**src/rtl/mem_pkg.sv**
```systemverilog
// Shared types and default geometry for the core's single-port RAM and its initiator.
package mem_pkg;

    localparam int unsigned DEF_ADDR_WIDTH = 12;
    localparam int unsigned DEF_DATA_WIDTH = 8;

    typedef enum logic [1:0] {
        IDLE    = 2'd0,
        ISSUE   = 2'd1,
        RD_WAIT = 2'd2,
        DONE    = 2'd3
    } state_t;

    typedef enum logic {
        FETCH = 1'b0,
        DATA  = 1'b1
    } owner_t;

endpackage

```
**src/rtl/mem_prio_arb.sv**
```systemverilog
// Fixed-priority arbiter: data requests always win over instruction fetch.
module mem_prio_arb
    import mem_pkg::*;
(
    input  logic   if_req,
    input  logic   d_req,
    output logic   grant_c,
    output owner_t owner_c
);

    always_comb begin
        grant_c = if_req | d_req;
        owner_c = d_req ? DATA : FETCH;
    end

endmodule

```
**src/rtl/mem_initiator.sv**
```systemverilog
// CPU-side RAM access initiator: arbitrates fetch/data requests, drives the RAM
// from registers, waits out the registered read and returns data with an ack pulse.
module mem_initiator
    import mem_pkg::*;
#(
    parameter int unsigned ADDR_WIDTH = DEF_ADDR_WIDTH,
    parameter int unsigned DATA_WIDTH = DEF_DATA_WIDTH
) (
    input  logic                  clk,
    input  logic                  reset,
    input  logic                  if_req,
    input  logic [ADDR_WIDTH-1:0] if_addr,
    output logic                  if_ack,
    output logic [DATA_WIDTH-1:0] if_rdata,
    input  logic                  d_req,
    input  logic                  d_we,
    input  logic [ADDR_WIDTH-1:0] d_addr,
    input  logic [DATA_WIDTH-1:0] d_wdata,
    output logic                  d_ack,
    output logic [DATA_WIDTH-1:0] d_rdata,
    output logic [ADDR_WIDTH-1:0] mem_addr,
    output logic                  mem_we,
    output logic [DATA_WIDTH-1:0] mem_wdata,
    input  logic [DATA_WIDTH-1:0] mem_rdata,
    output logic                  busy
);

    state_t state;
    owner_t owner;
    logic   grant_c;
    owner_t grant_owner_c;

    mem_prio_arb u_arb (
        .if_req  (if_req),
        .d_req   (d_req),
        .grant_c (grant_c),
        .owner_c (grant_owner_c)
    );

    // mem_we is only ever set on the IDLE->ISSUE edge, so it lasts exactly one cycle
    always_ff @(posedge clk or posedge reset) begin
        if (reset) begin
            state     <= IDLE;
            owner     <= FETCH;
            mem_addr  <= '0;
            mem_we    <= 1'b0;
            mem_wdata <= '0;
            if_rdata  <= '0;
            d_rdata   <= '0;
            if_ack    <= 1'b0;
            d_ack     <= 1'b0;
            busy      <= 1'b0;
        end else begin
            mem_we <= 1'b0;
            if_ack <= 1'b0;
            d_ack  <= 1'b0;
            case (state)
                IDLE: begin
                    if (grant_c) begin
                        state <= ISSUE;
                        busy  <= 1'b1;
                        owner <= grant_owner_c;
                        if (grant_owner_c == DATA) begin
                            mem_addr  <= d_addr;
                            mem_we    <= d_we;
                            mem_wdata <= d_wdata;
                        end else begin
                            mem_addr <= if_addr;
                        end
                    end
                end
                ISSUE: begin
                    if (mem_we) begin
                        state <= DONE;
                        d_ack <= 1'b1;
                    end else begin
                        state <= RD_WAIT;
                    end
                end
                RD_WAIT: begin
                    state <= DONE;
                    if (owner == DATA) begin
                        d_rdata <= mem_rdata;
                        d_ack   <= 1'b1;
                    end else begin
                        if_rdata <= mem_rdata;
                        if_ack   <= 1'b1;
                    end
                end
                DONE: begin
                    state <= IDLE;
                    busy  <= 1'b0;
                end
                default: begin
                    state <= IDLE;
                    busy  <= 1'b0;
                end
            endcase
        end
    end

endmodule

```
**config.mk**
```make
export PLATFORM = sky130hd
export DESIGN_NAME = mem_initiator
export DESIGN_NICKNAME = d
export VERILOG_FILES = /design/src/rtl/mem_pkg.sv /design/src/rtl/mem_prio_arb.sv /design/src/rtl/mem_initiator.sv
export SDC_FILE = /design/constraint.sdc
export NUM_CORES = 1
export LEC_CHECK = 0
export BUFFER_PORTS_ARGS = -buffer_cell sky130_fd_sc_hd__buf_2
export CAP_MARGIN = 40
export CORE_MARGIN = 2
export CORE_UTILIZATION = 25
export DETAILED_ROUTE_END_ITERATION = 10
export MAX_ROUTING_LAYER = met4
export PLACE_DENSITY = 0.55
export RECOVER_POWER = 50
export SETUP_SLACK_MARGIN = 0.1
export SYNTH_ARGS = -nofsm -noshare
export SYNTH_HDL_FRONTEND = slang
export SYNTH_HIERARCHICAL = 1
export SYNTH_SLANG_ARGS = --single-unit
```
**constraint.sdc**
```tcl
create_clock -name clk -period 1.3 [get_ports clk]
set_input_delay 0.065 -clock clk [delete_from_list [all_inputs] [get_ports clk]]
set_output_delay 0.065 -clock clk [all_outputs]
set_load 0.1 [all_outputs]
```
==> run summary, run 1 <==
### Synth
* 0.0374 — basic-gate share of the synthesized area counting and, or, nand and nor cells
* 137 — instance count of the mapped netlist
* 0.0824 — share of the synthesized area in compound gates (AO/OA/AOI/OAI)
* 0.0272 — adder-cell share of the synthesized area
* multiplexers — main combinational cell family by area after synthesis
* 0.585 — Seq/Total Area, Yosys
* sky130_fd_sc_hd__dfrtp_1 59%, sky130_fd_sc_hd__mux2_2 15%, sky130_fd_sc_hd__a21oi_1 6.8%, sky130_fd_sc_hd__mux2i_1 6.5%, sky130_fd_sc_hd__ha_1 2.7% — ranking of synthesized cells by area
* 0.219 — share of cell area taken by muxes after synthesis
* sky130_fd_sc_hd__dfrtp_1 — post-synth top area cell
* 43 — FF+latch count, synth
* 0.585 — top-area cell type share of the netlist area
* 22 — post-synth cell types
* 13.4 um2 — Avg Inst Size Synth
* 1840 um2 — Mapped Area
* 0 — XOR/XNOR share of the synthesized area
* 186 — total nets after synthesis
* 6 — Synthesis Warnings

### Detailed routing
* 0 — Antenna Violating Nets Remaining
* 1,427 — Via Count
* 0 — residual DRC count
* 4.18 — via density per instance
* 25 — number of DRC markers in iteration 0
* 13.0 um — post-detailed-route wirelength per cell
* 4.44 mm — drt total wl
* 4 — 1st-pass router iterations

### Min path
* 2 — hold depth
* d_wdata[6] — startpoint of the most critical hold path
* input pin to flop — worst hold path class
* mem_wdata[6]$_DFFE_PP0P_ — capture endpoint of the worst hold path

### Floorplan
* 85 — Ports
* 7180 um2 — placeable core region
* 0.256 — Starting Density
* 8050 um2 — Die Footprint
* 89.7 um — Die H
* 31 — std cell rows
* 89.7 um — die boundary width

### Clock network
* yes — CTS tree
* 290 ps — Clock Latency Late Sink
* sky130_fd_sc_hd__clkbuf_8 — Root Buffer Master
* 2 — level count of the clock H-tree
* 43 — CTS sink count
* 5 — Num CTS Buffers
* 2 — largest buffer count on any clock path
* 80 ps — clock-pin slew reported for the worst setup and hold paths after clock tree synthesis

### Outcome
* finished with violations — run status
* setup timing — failing checks

### Worst setup path
* state[0]$_DFFE_PP0P_ — critical register-to-register path startpoint
* 390 ps — maximum cell stage delay along the critical path
* flop — CP Launch Type
* if_rdata[5]$_DFFE_PP0P_ — R2R Path End
* 1550 ps — arrival time at the worst endpoint
* 5 — R2R cell count
* flop to flop — category of the most critical setup path
* flop — type of element capturing the critical path
* -70 ps — flop2flop setup slack
* 9 — biggest fanout along the worst timing path
* 1480 ps — worst path required time
* flip-flops — CP delay by family, top
* sky130_fd_sc_hd__dfrtp_1 — highest-delay cell along the critical path
* 2 — Worst Path Buf+Inv
* inv_2 -> ha_4 -> nor2b_4 -> buf_12 -> mux2_4 — cell-by-cell trace of the critical path
* 5 — Critical Path Stages

### Timing
* -72.1 ps — worst path setup slack after routing
* 4.37 ps — final worst clock skew
* 729 MHz — FMAX
* 1370 ps — final critical delay including setup and external delays
* 14 — final setup violation count
* 0 — final count of hold timing violations
* 568 ps — slew at the pin closest to its max-slew limit
* 0.621 — worst max-slew margin expressed relative to the limit
* 1.06 — crit share post-route
* 0 — number of pins with negative max-slew slack in the final report
* true — RSZ-0062 raised after global routing

### Global route
* 0 — total congestion overflow
* 7.02 mm — first-pass GRT wire length
* 33 — pin count of the biggest net entering global routing
* 0.111 — overall routing resource usage
* 0 — antenna violations before repair
* 1,403 — via count of the first global-routing pass

### Place
* 84 — I/O Buffers
* 3.12 mm — hpwl dp
* 2530 um2 — placed standard-cell area
* 0.707 — final weighted congestion in routability-driven placement

### Final layout
* 0 — number of diodes
* 0.698 — fraction of final layout cells sized beyond drive strength 1
* 730 — fill cell total of the finished layout
* 78 x sky130_fd_sc_hd__buf_2, 33 x sky130_fd_sc_hd__dfrtp_1, 16 x sky130_fd_sc_hd__a21oi_2 — highest-count cells in the layout ignoring fill and taps
* 51.9% — Layout Area Growth over Synthesis
* 2790 um2 — summed area of non-filler cells in the final layout
* sky130_fd_sc_hd__buf_2 — commonest non-fill, non-tap cell in the layout
* 290 — post-layout net count

### Job
* 0 — max-cap violations

registers in the layout (all words and copies together) (netlist names):
signal,count
if_ack,1
owner,1
mem_wdata,8
d_ack,1
busy,1
mem_we,1
mem_addr,12
d_rdata,8
if_rdata,8
state,2
Yosys cell counts:
library cell               instances
sky130_fd_sc_hd__nand2b_1          1
sky130_fd_sc_hd__dfrtp_1          43
sky130_fd_sc_hd__and3_1            1
sky130_fd_sc_hd__nand2_1           1
sky130_fd_sc_hd__nor2_1            2
sky130_fd_sc_hd__nor2b_1           1
sky130_fd_sc_hd__nand3_4           1
sky130_fd_sc_hd__mux2i_1          12
sky130_fd_sc_hd__a21oi_1          25
sky130_fd_sc_hd__mux2_2           25
sky130_fd_sc_hd__a22oi_1           1
sky130_fd_sc_hd__nand2_2           1
sky130_fd_sc_hd__inv_1             5
sky130_fd_sc_hd__buf_4             3
sky130_fd_sc_hd__buf_2             3
sky130_fd_sc_hd__buf_6             3
sky130_fd_sc_hd__ha_1              4
sky130_fd_sc_hd__o21ai_0           1
sky130_fd_sc_hd__a21boi_0          1
sky130_fd_sc_hd__and2_4            1
sky130_fd_sc_hd__o22ai_1           1
sky130_fd_sc_hd__or2_1             1
metal layers:
metal / GRT usage / part of all wire
met1: 0.143 / 0.46
met2: 0.172 / 0.47
met4: 0.0269 / 0.0086
met5: - / 0
met3: 0.0352 / 0.060
area by class of cell:
cell class,count,area (um2),area share
sequential,43,1090,0.390
multi-input combinational,82,846,0.303
timing repair buffer,104,631,0.226
tap,99,124,0.0444
clock buffer,5,68.8,0.0247
inverter,5,18.8,0.00672
clock inverter,3,15.0,0.00538
cells by family (layout without fill, tap and decap cells):
family,after synthesis,after routing
adders and majority gates,4,4
and+or+nand+nor,10,12
AOI/OAI and AO/OA,29,29
buffers and inverters,14,117
muxes,37,37
DFF,43,43
metrics by stage:
step                      setup TNS [ps]  setup WS, ps   util  std cells  hold slack [ps]
final                               -643         -72.1  0.389        341             10.1
after global routing               -2030         -98.1  0.389        341             6.92
after CTS                          -1510         -94.5  0.373        337             1.48
after detailed placement           -1110         -78.4  0.353        323             24.8
after global placement              -447         -39.2  0.353        323             21.2
after floorplan                     -365         -44.8      -        137              213
repair_timing:
| action | in CTS | in global routing |
|---|---|---|
| hold buffers | 6 | 1 |
| setup endpoints to repair | 40 | 45 |
| buffers inserted | 0 | 1 |
| gates cloned | 0 | 2 |
| pin swaps | 0 | 1 |
| gates resized for setup | 0 | 24 |
| endpoints found under the hold margin | 16 | 1 |
worst max path at each step:
stage	from	end	slack, ps
floorplan	state[0]$_DFFE_PP0P_	if_rdata[0]$_DFFE_PP0P_	-40
global placement	state[0]$_DFFE_PP0P_	if_rdata[4]$_DFFE_PP0P_	-40
detailed placement	state[1]$_DFFE_PP0P_	mem_wdata[0]$_DFFE_PP0P_	-80
CTS	state[0]$_DFFE_PP0P_	if_rdata[3]$_DFFE_PP0P_	-90
global route	state[0]$_DFFE_PP0P_	if_rdata[3]$_DFFE_PP0P_	-100
finish	state[0]$_DFFE_PP0P_	if_rdata[5]$_DFFE_PP0P_	-70
Power of run 1 is not shown: default switching activity piles up to over one toggle a cycle in this logic, so the estimate is an artifact.
==> run 2, diff against run 1 <==
--- a/config.mk
+++ b/config.mk
@@ -13,6 +13,7 @@
 export MAX_ROUTING_LAYER = met4
 export PLACE_DENSITY = 0.55
 export RECOVER_POWER = 50
+export REMOVE_ABC_BUFFERS = 1
 export SETUP_SLACK_MARGIN = 0.1
 export SYNTH_ARGS = -nofsm -noshare
 export SYNTH_HDL_FRONTEND = slang
==> run summary, run 2 (synthesis results as in run 1) <==
### Worst setup path
* flip-flops — CP delay by family, top
* state[0]$_DFFE_PP0P_ — start point of the critical path
* flop — CP Launch Type
* 1480 ps — worst path required time, about the same
* state[0]$_DFFE_PP0P_ — critical register-to-register path startpoint
* flop — type of element capturing the critical path
* 2 — Worst Path Buf+Inv, unchanged
* 5 — biggest fanout along the worst timing path, -4
* 1510 ps — arrival time at the worst endpoint, -40 ps
* 390 ps — maximum cell stage delay along the critical path, about the same
* sky130_fd_sc_hd__dfrtp_1 — highest-delay cell along the critical path
* flop to flop — category of the most critical setup path
* inv_2 -> ha_4 -> nor2b_4 -> buf_6 -> mux2_4 — cell-by-cell trace of the critical path

### Timing
* 0 — number of pins with negative max-slew slack in the final report, unchanged
* 7.46 ps — final worst clock skew, +3.09 ps
* -261 ps — TNS Setup, +382 ps
* 19 — final setup violation count, +5
* 0.526 — worst max-slew margin expressed relative to the limit, -0.0958
* true — RSZ-0062 raised after global routing
* -28.9 ps — worst path setup slack after routing, +43.1 ps
* 1.02 — crit share post-route, -0.0332
* 0 — final count of hold timing violations, unchanged
* 752 MHz — FMAX, +3.2%
* 711 ps — slew at the pin closest to its max-slew limit, +143 ps
* 1330 ps — final critical delay including setup and external delays, -43.1 ps

### Final layout
* mem_addr — register with the most flip-flops
* 0.390 — utilization of the core after routing, +0.00105
* 296 — post-layout net count, +2.1%
* 0 — number of diodes, unchanged
* sky130_fd_sc_hd__buf_2 — commonest non-fill, non-tap cell in the layout
* 2800 um2 — summed area of non-filler cells in the final layout, +0.27%
* 79 x sky130_fd_sc_hd__buf_2, 42 x sky130_fd_sc_hd__dfrtp_1, 23 x sky130_fd_sc_hd__a21oi_1 — highest-count cells in the layout ignoring fill and taps
* 52.3% — Layout Area Growth over Synthesis
* 12 — flip-flop count of the largest register, all copies and words added, unchanged
* 0.589 — fraction of final layout cells sized beyond drive strength 1, -0.110

### Detailed routing
* 4.16 — via density per instance, -0.49%
* 4.60 mm — drt total wl, +3.8%
* 39 — number of DRC markers in iteration 0, +56%
* 0 — Antenna Violating Nets Remaining, unchanged
* 1,445 — Via Count, +1.3%
* 13.3 um — post-detailed-route wirelength per cell, +2.0%
* 4 — 1st-pass router iterations, unchanged
* 0 — residual DRC count, unchanged

### Clock network
* 43 — CTS sink count, unchanged
* sky130_fd_sc_hd__clkbuf_8 — Root Buffer Master
* 80 ps — clock-pin slew reported for the worst setup and hold paths after clock tree synthesis, about the same
* 2 — largest buffer count on any clock path, unchanged
* 2 — level count of the clock H-tree, unchanged
* 290 ps — Clock Latency Late Sink, about the same
* 5 — Num CTS Buffers, unchanged
* yes — CTS tree

### Global route
* 0.120 — overall routing resource usage, +0.00875
* 7.55 mm — first-pass GRT wire length, +7.6%
* 0 — total congestion overflow, unchanged
* 26 — pin count of the biggest net entering global routing, -21%
* 1,520 — via count of the first global-routing pass, +8.3%
* 0 — antenna violations before repair, unchanged

### Job
* 0 — max-cap violations, unchanged

### Floorplan
* 85 — Ports, unchanged
* 0.256 — Starting Density, unchanged
* 31 — std cell rows, unchanged
* 89.7 um — Die H, unchanged
* 7180 um2 — placeable core region, unchanged
* 8050 um2 — Die Footprint, unchanged
* 89.7 um — die boundary width, unchanged

### Place
* 3.12 mm — hpwl dp, about the same
* 84 — I/O Buffers, unchanged
* -160 ps — worst setup slack after placement, -81.4 ps
* 2390 um2 — placed standard-cell area, -5.6%
* 0.684 — final weighted congestion in routability-driven placement, -3.3%

### Outcome
* finished with violations — run status
* setup timing — failing checks

### Min path
* d_we — startpoint of the most critical hold path
* input pin to flop — worst hold path class

[run 2: changes by cell type in the layout (fill, tap and decap cells not counted), sizes merged]
| cell | change |
|---|---|
| dlygate4sd3 | +2 |
| nand2 | +1 |
| buf | +4 |
| clkinv | -2 |
| bufinv | +1 |
[run 2: metrics by stage]
| step | hold WS [ps] | cells |
|---|---|---|
| 2_1_floorplan | 215 | 128 |
| 3_3_place_gp | 86.5 | 320 |
| 3_5_place_dp | 93.5 | 320 |
| 4_1_cts | 2.30 | 344 |
| 5_1_grt | 1.19 | 347 |
| 6_report | 6.91 | 347 |
[run 2: final timing paths]
path / endpoint / slack (ps) / depth (start not counted)
setup reg to reg: if_rdata[7]$_DFFE_PP0P_ / -30 / 5
hold reg to reg: d_rdata[5]$_DFFE_PP0P_ / 510 / 1
hold / removal: mem_we$_DFF_PP0_ / 7 / 2
setup / recovery: if_rdata[7]$_DFFE_PP0P_ / -30 / 5
min in group asynchronous: mem_wdata[6]$_DFFE_PP0P_ / 440 / 3
max in group asynchronous: state[1]$_DFFE_PP0P_ / 170 / 4
[run 2: layout make-up]
class / count / area [um2]
clock buffers: 6 / 82.6
clock inverters: 2 / 35.0
fillers: 720 / 4380
inverters: 5 / 18.8
multi-input cells: 83 / 803
flip-flops and latches: 43 / 1080
well taps: 99 / 124
repair buffers: 109 / 658
[run 2: timing repair]
| action | CTS | global route |
|---|---|---|
| setup buffers | 4 | 2 |
| hold buffers | 9 | 0 |
| hold endpoints to repair | 26 | 0 |
| gates cloned | 3 | 1 |
| setup endpoints to repair | 41 | 47 |
| pin swaps | 1 | 0 |
| gates resized for setup | 25 | 11 |
[run 2: layer usage]
| metal | wire length [um] | global-route usage | vias to the layer above |
|---|---|---|---|
| met5 | 0 | - | - |
| met3 | 196 | 0.0277 | 5 |
| li1 | - | - | 700 |
| met2 | 2360 | 0.196 | 41 |
| met4 | 57 | 0.0423 | 0 |
| met1 | 1990 | 0.147 | 699 |
Power of run 2 is left out for the same reason.
==> run 3, diff against run 2 <==
--- a/config.mk
+++ b/config.mk
@@ -11,11 +11,11 @@
 export CORE_UTILIZATION = 25
 export DETAILED_ROUTE_END_ITERATION = 10
 export MAX_ROUTING_LAYER = met4
-export PLACE_DENSITY = 0.55
+export PLACE_DENSITY = 0.54
 export RECOVER_POWER = 50
 export REMOVE_ABC_BUFFERS = 1
 export SETUP_SLACK_MARGIN = 0.1
+export SKIP_CTS_REPAIR_TIMING = 1
 export SYNTH_ARGS = -nofsm -noshare
 export SYNTH_HDL_FRONTEND = slang
-export SYNTH_HIERARCHICAL = 1
 export SYNTH_SLANG_ARGS = --single-unit
==> run summary, run 3 <==
### Outcome
* finished with violations — run status
* setup timing — failing checks

### Synth
* 0.562 — Seq/Total Area, Yosys, -0.0233
* sky130_fd_sc_hd__dfrtp_1 — most common flop cell mapped by yosys
* 1.00 — async set or reset register ratio after synthesis, unchanged
* sky130_fd_sc_hd__dfrtp_1 56%, sky130_fd_sc_hd__mux2_2 20%, sky130_fd_sc_hd__mux2_4 12%, sky130_fd_sc_hd__ha_1 2.6%, sky130_fd_sc_hd__buf_6 1.2% — ranking of synthesized cells by area
* sky130_fd_sc_hd__dfrtp_1 — most frequently used cell type in the post-synthesis netlist
* 21 — post-synth cell types, -4.5%
* 43 — FF+latch count, synth, unchanged
* sky130_fd_sc_hd__dfrtp_1 — post-synth top area cell
* 0 — number of enable flip-flop cells after synthesis, unchanged
* 43 x sky130_fd_sc_hd__dfrtp_1, 34 x sky130_fd_sc_hd__mux2_2, 15 x sky130_fd_sc_hd__mux2_4 — commonest cells in the netlist
* 1910 um2 — Mapped Area, +4.2%
* 122 — instance count of the mapped netlist, -11%
* 15.7 um2 — Avg Inst Size Synth, +17%
* 0.562 — top-area cell type share of the netlist area, -0.0233
* 0 — Synthesis Warnings, -6

### Final layout
* 276 — post-layout net count, -6.8%
* 2810 um2 — summed area of non-filler cells in the final layout, +0.27%
* sky130_fd_sc_hd__buf_2 — commonest non-fill, non-tap cell in the layout
* 83 x sky130_fd_sc_hd__buf_2, 43 x sky130_fd_sc_hd__dfrtp_1, 29 x sky130_fd_sc_hd__mux2_2 — highest-count cells in the layout ignoring fill and taps
* 0 — number of diodes, unchanged
* 0.383 — utilization of the core after routing, -0.00723
* 704 — fill cell total of the finished layout, -2.2%
* 0.718 — fraction of final layout cells sized beyond drive strength 1, +0.129
* 46.6% — Layout Area Growth over Synthesis
* mem_addr — register with the most flip-flops
* 12 — flip-flop count of the largest register, all copies and words added, unchanged

### Floorplan
* 8370 um2 — Die Footprint, +4.0%
* 0.261 — Starting Density, +0.00499
* 31 — std cell rows, unchanged
* 91.5 um — die boundary width, +2.0%
* 85 — Ports, unchanged
* 7330 um2 — placeable core region, +2.2%
* 91.5 um — Die H, +2.0%

### Place
* 84 — I/O Buffers, unchanged
* 3.02 mm — hpwl dp, -3.1%
* 2540 um2 — placed standard-cell area, +6.2%
* 0.753 — final weighted congestion in routability-driven placement, +10%

### Timing
* 1.06 — crit share post-route, +0.0346
* 1370 ps — final critical delay including setup and external delays, +44.9 ps
* 0.532 — worst max-slew margin expressed relative to the limit, +0.00676
* 21 — final setup violation count, +2
* 0 — number of pins with negative max-slew slack in the final report, unchanged
* 4.78 ps — final worst clock skew, -2.68 ps
* 701 ps — slew at the pin closest to its max-slew limit, -10.1 ps
* 0 — final count of hold timing violations, unchanged
* 728 MHz — FMAX, -3.3%
* true — RSZ-0062 raised after global routing
* -73.9 ps — worst path setup slack after routing, -44.9 ps

### Worst setup path
* 9 — biggest fanout along the worst timing path, +4
* 5 — R2R cell count, unchanged
* flop — type of element capturing the critical path
* mem_wdata[0]$_DFFE_PP0P_ — R2R Path End
* flop — CP Launch Type
* state[1]$_DFFE_PP0P_ — critical register-to-register path startpoint
* -70 ps — flop2flop setup slack, -40 ps
* flop to flop — category of the most critical setup path
* 1550 ps — arrival time at the worst endpoint, +40 ps
* 1480 ps — worst path required time, about the same

### Clock network
* 43 — CTS sink count, unchanged
* 2 — largest buffer count on any clock path, unchanged
* 80 ps — clock-pin slew reported for the worst setup and hold paths after clock tree synthesis, about the same
* 5 — Num CTS Buffers, unchanged
* 280 ps — Clock Latency Late Sink, about the same
* 2 — level count of the clock H-tree, unchanged
* yes — CTS tree
* sky130_fd_sc_hd__clkbuf_8 — Root Buffer Master

### Global route
* 0 — total congestion overflow, unchanged
* 1,327 — via count of the first global-routing pass, -13%
* 0.0972 — overall routing resource usage, -0.0228
* 6.22 mm — first-pass GRT wire length, -18%
* 27 — pin count of the biggest net entering global routing, +3.8%
* 0 — antenna violations before repair, unchanged

### Detailed routing
* 1,342 — Via Count, -7.1%
* 26 — number of DRC markers in iteration 0, -33%
* 0 — Antenna Violating Nets Remaining, unchanged
* 0 — residual DRC count, unchanged
* 12.8 um — post-detailed-route wirelength per cell, -3.5%
* 4.17 mm — drt total wl, -9.4%
* 4.12 — via density per instance, -1.1%
* 4 — 1st-pass router iterations, unchanged

### Min path
* input pin to flop — worst hold path class
* mem_wdata[5]$_DFFE_PP0P_ — capture endpoint of the worst hold path
* d_wdata[5] — startpoint of the most critical hold path
* 2 — hold depth, unchanged

### Job
* 0 — max-cap violations, unchanged

==> run 3: cell families (layout without fill, tap and decap cells) <==
logic type / count (synthesis) / in the layout / share of synthesized area
simple gates: 10 / 10 / 0.0314
compound gates: 5 / 6 / 0.0235
buf+inv: 11 / 115 / 0.0392
flops: 43 / 43 / 0.562
fa+ha+maj: 4 / 4 / 0.0261
mux: 49 / 49 / 0.318
==> run 3: critical path, stage by stage (launching register included) <==
cell,delay [ps]
sky130_fd_sc_hd__dfrtp_1,430
sky130_fd_sc_hd__inv_2,80
sky130_fd_sc_hd__ha_4,180
sky130_fd_sc_hd__buf_4,150
sky130_fd_sc_hd__nand2_8,90
sky130_fd_sc_hd__mux2_2,340
==> run 3: how the worst max path moves through the flow <==
stage                                     from  depth (start not counted)  slack (ps)                  endpoint
after floorplan           state[0]$_DFFE_PP0P_                          4        -190  mem_addr[10]$_DFFE_PP0P_
after global placement    state[0]$_DFFE_PP0P_                          4        -150  mem_addr[10]$_DFFE_PP0P_
after detailed placement  state[0]$_DFFE_PP0P_                          4        -200  mem_addr[10]$_DFFE_PP0P_
after CTS                 state[0]$_DFFE_PP0P_                          4        -210  mem_addr[10]$_DFFE_PP0P_
after global routing      state[1]$_DFFE_PP0P_                          5        -120  mem_wdata[5]$_DFFE_PP0P_
final                     state[1]$_DFFE_PP0P_                          5         -70  mem_wdata[0]$_DFFE_PP0P_
==> run 3: metrics by stage <==
step	hold WS, ps	TNS [ps]	std cells	setup slack (ps)
after detailed placement	77.8	-4730	311	-204
after global placement	84.0	-3460	311	-152
final	5.33	-1020	326	-73.9
after floorplan	216	-3130	117	-190
after global routing	-1.28	-2440	326	-118
after CTS	-241	-5330	318	-214
==> run 3: layout make-up <==
type,count,area [um2],area share
clock buffers,6,72.6,0.0259
clock inverters,1,30.0,0.0107
inverters,6,22.5,0.00802
multi-input cells,69,863,0.308
flip-flops and latches,43,1080,0.383
well taps,99,124,0.0441
repair buffers,102,618,0.220
==> run 3: metal layers <==
metal  wire length, um  vias to the layer above  track usage
met4                63                        0       0.0417
met3               220                        5       0.0257
li1                  -                      634            -
met1              1900                      653        0.127
met2              1990                       50        0.142
met5                 0                        -            -
Power of run 3 is left out for the same reason.
